--- src/rtl/uart_rx.sv ---
// 8N1 serial receiver: double-flop synchroniser, mid-bit sampling FSM and a
// one-entry valid/ready holding register with frame-error and overrun pulses.
module uart_rx #(
  parameter int CLKS_PER_BIT = 4
) (
  input  logic       clk,
  input  logic       rst,
  input  logic       rx,
  output logic [7:0] out_data,
  output logic       out_valid,
  input  logic       out_ready,
  output logic       busy,
  output logic       frame_err,
  output logic       overrun
);

  localparam int HALF = CLKS_PER_BIT / 2;
  localparam int CW   = $clog2(CLKS_PER_BIT);

  localparam logic [CW-1:0] CNT_HALF = CW'(HALF - 1);
  localparam logic [CW-1:0] CNT_LAST = CW'(CLKS_PER_BIT - 1);
  localparam logic [CW-1:0] CNT_ONE  = CW'(1);
  localparam logic [CW-1:0] CNT_ZERO = CW'(0);

  typedef enum logic [1:0] {
    IDLE  = 2'd0,
    START = 2'd1,
    DATA  = 2'd2,
    STOP  = 2'd3
  } state_e;

  state_e         state_q;
  logic           sync1_q;
  logic           rx_s_q;
  logic           rx_prev_q;
  logic [CW-1:0]  cnt_q;
  logic [2:0]     idx_q;
  logic [7:0]     shift_q;
  logic [7:0]     data_q;
  logic           valid_q;
  logic           busy_q;
  logic           ferr_q;
  logic           ovr_q;

  assign out_data  = data_q;
  assign out_valid = valid_q;
  assign busy      = busy_q;
  assign frame_err = ferr_q;
  assign overrun   = ovr_q;

  // Synchroniser chain plus one-cycle history used for falling-edge detection.
  always_ff @(posedge clk or posedge rst) begin
    if (rst) begin
      sync1_q   <= 1'b1;
      rx_s_q    <= 1'b1;
      rx_prev_q <= 1'b1;
    end else begin
      sync1_q   <= rx;
      rx_s_q    <= sync1_q;
      rx_prev_q <= rx_s_q;
    end
  end

  // Receive FSM, shift register and holding register with status pulses.
  always_ff @(posedge clk or posedge rst) begin
    if (rst) begin
      state_q <= IDLE;
      cnt_q   <= CNT_ZERO;
      idx_q   <= 3'd0;
      shift_q <= 8'h00;
      data_q  <= 8'h00;
      valid_q <= 1'b0;
      busy_q  <= 1'b0;
      ferr_q  <= 1'b0;
      ovr_q   <= 1'b0;
    end else begin
      ferr_q <= 1'b0;
      ovr_q  <= 1'b0;
      if (valid_q && out_ready) begin
        valid_q <= 1'b0;
      end

      case (state_q)
        IDLE: begin
          // Only a genuine high-to-low transition arms; a line stuck low does not.
          if (rx_prev_q && !rx_s_q) begin
            state_q <= START;
            cnt_q   <= CNT_ZERO;
            busy_q  <= 1'b1;
          end
        end

        START: begin
          if (cnt_q == CNT_HALF) begin
            if (!rx_s_q) begin
              state_q <= DATA;
              cnt_q   <= CNT_ZERO;
              idx_q   <= 3'd0;
            end else begin
              state_q <= IDLE;
              cnt_q   <= CNT_ZERO;
              busy_q  <= 1'b0;
            end
          end else begin
            cnt_q <= cnt_q + CNT_ONE;
          end
        end

        DATA: begin
          if (cnt_q == CNT_LAST) begin
            shift_q <= {rx_s_q, shift_q[7:1]};
            cnt_q   <= CNT_ZERO;
            idx_q   <= idx_q + 3'd1;
            if (idx_q == 3'd7) begin
              state_q <= STOP;
            end
          end else begin
            cnt_q <= cnt_q + CNT_ONE;
          end
        end

        STOP: begin
          if (cnt_q == CNT_LAST) begin
            state_q <= IDLE;
            cnt_q   <= CNT_ZERO;
            busy_q  <= 1'b0;
            if (rx_s_q) begin
              // A same-cycle handshake frees the slot, so the new byte may load.
              if (!valid_q || out_ready) begin
                data_q  <= shift_q;
                valid_q <= 1'b1;
              end else begin
                ovr_q <= 1'b1;
              end
            end else begin
              ferr_q <= 1'b1;
            end
          end else begin
            cnt_q <= cnt_q + CNT_ONE;
          end
        end

        default: begin
          state_q <= IDLE;
          cnt_q   <= CNT_ZERO;
          busy_q  <= 1'b0;
        end
      endcase
    end
  end

endmodule

--- config.mk ---
export PLATFORM = sky130hd
export DESIGN_NAME = uart_rx
export DESIGN_NICKNAME = d
export VERILOG_FILES = /design/src/rtl/uart_rx.sv
export SDC_FILE = /design/constraint.sdc
export NUM_CORES = 1
export LEC_CHECK = 0
export ABC_AREA = 1
export BUFFER_PORTS_ARGS = -buffer_cell sky130_fd_sc_hd__clkbuf_2
export CORE_UTILIZATION = 50
export CTS_CLUSTER_DIAMETER = 150
export DETAILED_ROUTE_END_ITERATION = 7
export GPL_ROUTABILITY_DRIVEN = 1
export GPL_TIMING_DRIVEN = 0
export PLACE_DENSITY = 0.77
export SLEW_MARGIN = 40
export SYNTH_ARGS = -nofsm -noshare
export SYNTH_HDL_FRONTEND = slang
export SYNTH_SLANG_ARGS = --single-unit
--- constraint.sdc ---
create_clock -name clk -period 1.3 [get_ports clk]
set_input_delay 0.26 -clock clk [delete_from_list [all_inputs] [get_ports clk]]
set_output_delay 0.26 -clock clk [all_outputs]
set_load 0.005 [all_outputs]
Yosys cells after proc, flatten, opt, wreduce, memory -nomap -nowiden
Index checks and enable logic that the tools add are counted.

storage, ports and cells
  bits in registers = 30
  bits of input ports = 4
  output and inout port bits = 12
  logic and storage cells = 73

cells by class
  add/sub/neg operators = 2
  equality and inequality tests = 13
  multiplexer cells = 32
  reductions and logical operators = 14

operator list
  cell                 number
  $mux 2               9
  $mux 1               16
  $ne 2x2->1 const B   7
  $reduce_and 5->1     2
  $mux 3               3
  $pmux 2 s4           1
  $reduce_and 4->1     2
  $eq 2x2->1 const B   3
  $pmux 2 s3           1
  $pmux 3 s2           1
  $eq 2x1->1 const B   2
  $add 3x1->3 const B  1
  $eq 3x3->1 const B   1
  $pmux 1 s3           1
  $reduce_bool 3->1    1
  $add 2x1->2 const B  1
  $logic_and 1x1->1    2
  $logic_not 1->1      2
  $logic_not 2->1      1
  $reduce_and 2->1     1
  $reduce_bool 2->1    1
  $reduce_or 2->1      1
  $logic_or 1x1->1     1

Longest topological paths before layout
  depth in word-level cells = 6
  gate-level depth with buffers = 9
  gate-level depth less buffers = 9

Worst setup path before layout
Ideal clock, no wire load.

  kind = flip-flop to flip-flop
  start point = register cnt_q[0]
  end point = register data_q[3], in the netlist out_data[3]
  setup time = 117 ps
  arrival = 1280 ps
  required time = 1183 ps
  path slack = -97 ps
  cell stages (with the launch flop) = 8
  clock period less this slack = 1397 ps
  cells stage by stage = dfrtp_1 ha_1 inv_1 nor3_4 nand2_2 buf_6 nand2_2 o21ai_2

between the ends
  cells in the longest elaborated chain, start to end = 2

ends and longest elaborated chain
  element                            RTL line  text
  start, declared                    36        logic [CW-1:0] cnt_q;
  start signal, assigned             105       cnt_q <= cnt_q + CNT_ONE;
  start signal, assigned             118       cnt_q <= cnt_q + CNT_ONE;
  start signal, assigned             139       cnt_q <= cnt_q + CNT_ONE;
  $eq 2x2->1                         123       if (cnt_q == CNT_LAST) begin
  $reduce_and 4->1 (no source line)  n/a
  end signal, assigned               130       data_q <= shift_q;
  end, declared                      39        logic [7:0] data_q;

No other way between the ends.
A chain may end at the register's enable or synchronous reset.

Final worst setup path
  start point = register cnt_q[1]
  end point = register data_q[7], in the netlist out_data[7]

Same word-level chain as after synthesis.

==> impl_metrics.tcl <==
set metrics [dict create \
    max_cap_violations 0 \
    holdPathStages 4 \
    ir_worst_vdd_mv 1.45 \
    end_kind "flip-flop" \
    drc 0 \
    p_leak_nw 0.882 \
    num_rows 18 \
    wirelength_um 2600 \
    layout-drive-gt1-share_pct 41.0 \
    hold_start "out_ready" \
    path_clk_slew_ps 90 \
    syn_to_final_growth_pct 27.0 \
    dieWidth_um 54.0 \
    portBuffers 15 \
    synth.avg_cell_area_um2 9.58 \
    period_needed_ps 1320 \
    dp.cells 186 \
    cts_sinks 30 \
    synthesis.area_um2 1350 \
    crit_fanout 3 \
    num_vias 1051 \
    synth_nets 151 \
    grt_first_pass_wirelength_um 4100 \
    antenna_found_initial 0 \
    final_min_period_over_clock_period_pct 101 \
    vias_per_cell 5.05 \
    crit_required_ps 1520 \
    synth.distinct_cells 21 \
    drt_iter0_drc 27 \
    die_h_um 54.0 \
    final_cell_mix "nand2_1 (34), dfrtp_1 (23), inv_1 (16)" \
    grt_setup_unrepaired "yes" \
    start_util_pct 53.6 \
    setup_violations 4 \
    layout_commonest_cell "nand2_1" \
    critical_path_class "reg2reg" \
    overflow 0 \
    timing.fmax_mhz 759 \
    finClkSkew_ps 3.45 \
    core_um2 2520 \
    yosysSeqAreaShare_pct 55.8 \
    violations "setup timing" \
    cts_tree "done" \
    stdcell_count 208 \
    rr_worst_depth 7 \
    yosysWarnings 0 \
    slew_headroom_pct 59.2 \
    nets 187 \
    r2r_start "cnt_q[1]$_DFFE_PP0P_" \
    setup_slack_ps -18.3 \
    place_ws_ps -131 \
    antenna_left 0 \
    power_density_nw_per_um2 1660 \
    startpoint_type "flip-flop" \
    slew_violations 0 \
    status "complete, but fails checks" \
    hold_viol_final 0 \
    wl_per_cell_um 12.5 \
    ys_ff_latch 30 \
    crit_arrival_ps 1540 \
    grt_max_degree 31 \
    cts.htree.levels 2 \
    tns_ps -26.0 \
    grt_use_total_pct 20.6 \
    synthCells 141 \
    die_area_um2 2910 \
    r2r_setup_slack_ps -20 \
    dp_hpwl_um 1680 \
    worst_pin_slew_ps 611 \
    grt_pass1_vias 986 \
    dr.pass1.iters 4 \
    worstHoldPathType "in2reg" \
    cts_buffer_depth 2 \
    diodes 0 \
    place_congestion 0.812 \
    insertion_delay_ps 320 \
    top_level_ports 16 \
    hold-path-endpoint "overrun$_DFF_PP0_" \
    cts-buffers-inserted 5 \
    root_buffer "clkbuf_4" \
    worstReg2RegEnd "out_data[7]$_DFFE_PP0P_" \
]
[synthesized netlist by cell type]
| master | number | share of area, % |
|---|---|---|
| nand2_4 | 1 | 0.83 |
| nand3_2 | 2 | 1.5 |
| nor2_1 | 4 | 1.1 |
| nor3_1 | 1 | 0.37 |
| buf_6 | 2 | 1.7 |
| inv_1 | 22 | 6.1 |
| o21ai_2 | 7 | 4.5 |
| inv_2 | 1 | 0.28 |
| ha_1 | 6 | 5.6 |
| nand2_1 | 39 | 11 |
| o21ai_0 | 8 | 3.0 |
| o211ai_1 | 1 | 0.56 |
| dfstp_2 | 3 | 5.8 |
| dfrtp_1 | 27 | 50 |
| a22oi_1 | 1 | 0.56 |
| nor3_4 | 1 | 1.2 |
| a21oi_1 | 1 | 0.37 |
| nand2_2 | 4 | 1.9 |
| o21ai_1 | 2 | 0.74 |
| nand3_1 | 7 | 2.6 |
| o21bai_1 | 1 | 0.56 |
[where the power goes]
| group | switching [W] | internal, W | total [W] |
|---|---|---|---|
| combinational | 0.000607 | 0.000434 | 0.00104 |
| sequential | 0.000137 | 0.00109 | 0.00123 |
| clock | 0.000318 | 0.000262 | 0.000580 |
[through the flow]
stage	hold WS [ps]	utilization [%]	power, W	cell area [um2]
after floorplan	264	-	0.00180	1360
final	263	68.1	0.00285	1720
after global routing	298	68.1	0.00305	1720
after global placement	345	58.5	0.00194	1480
after detailed placement	347	58.5	0.00199	1480
after CTS	246	64.9	0.00269	1640
[cells by family (layout without fill, tap and decap cells)]
logic type               count (synthesis)  count (layout)  share of synthesized area [%]
AO/OA/AOI/OAI                           21              21                           10.3
adder cells (fa/ha/maj)                  6               6                           5.56
buffers and inverters                   25              62                           8.06
flip-flops                              30              30                           55.8
AND/OR/NAND/NOR                         59              59                           20.3
[registers in the layout, summed over array words and instances (netlist names), named ones only]
register and flops:
rx_s_q 1, overrun 1, frame_err 1, busy 1, idx_q 3, out_data 8, out_valid 1, cnt_q 2
shift_q 8, sync1_q 1, rx_prev_q 1, state_q 1
[critical path, cell delays in order, from the launching register on]
cell     delay, ps
dfrtp_2        420
ha_4           170
inv_4           50
nor3_4         180
nand2_2        120
buf_4          150
nand2_1         70
o21ai_2         60
[worst max path at each step]
stage                               from                      end  slack, ps  cells past startpoint
floorplan               rx_s_q$_DFF_PP1_  out_data[3]$_DFFE_PP0P_         10                      6
global placement        rx_s_q$_DFF_PP1_  out_data[4]$_DFFE_PP0P_        -90                      6
detailed placement  cnt_q[0]$_DFFE_PP0P_  out_data[3]$_DFFE_PP0P_       -130                      7
CTS                 cnt_q[0]$_DFFE_PP0P_  out_data[4]$_DFFE_PP0P_         -4                      7
global route        cnt_q[0]$_DFFE_PP0P_  out_data[7]$_DFFE_PP0P_        -60                      7
finish              cnt_q[1]$_DFFE_PP0P_  out_data[7]$_DFFE_PP0P_        -20                      7
[layout make-up]
type                    count  area, um2
plain buffers               2       31.3
clock buffers               7       55.1
clock inverters             1       5.00
fillers                   196        806
inverters                  23       88.8
multi-input cells          86        551
flip-flops and latches     30        759
well taps                  30       37.5
repair buffers             29        189
[layer usage]
layer	vias to the layer above	track usage (%)	wire length [um]
met3	7	8.19	116
li1	511	-	-
met5	-	0	0
met1	505	22.5	1090
met4	0	8.12	31
met2	28	35.6	1350
[repair_timing]
action / CTS / global route
endpoints found under the setup margin: 16 / 23
endpoints found under the hold margin: 17 / 0
pin swaps: 4 / 6
resized for setup: 10 / 17
buffers inserted: 7 / 5
hold buffers: 2 / 0
(Power assumes the default switching activity.)
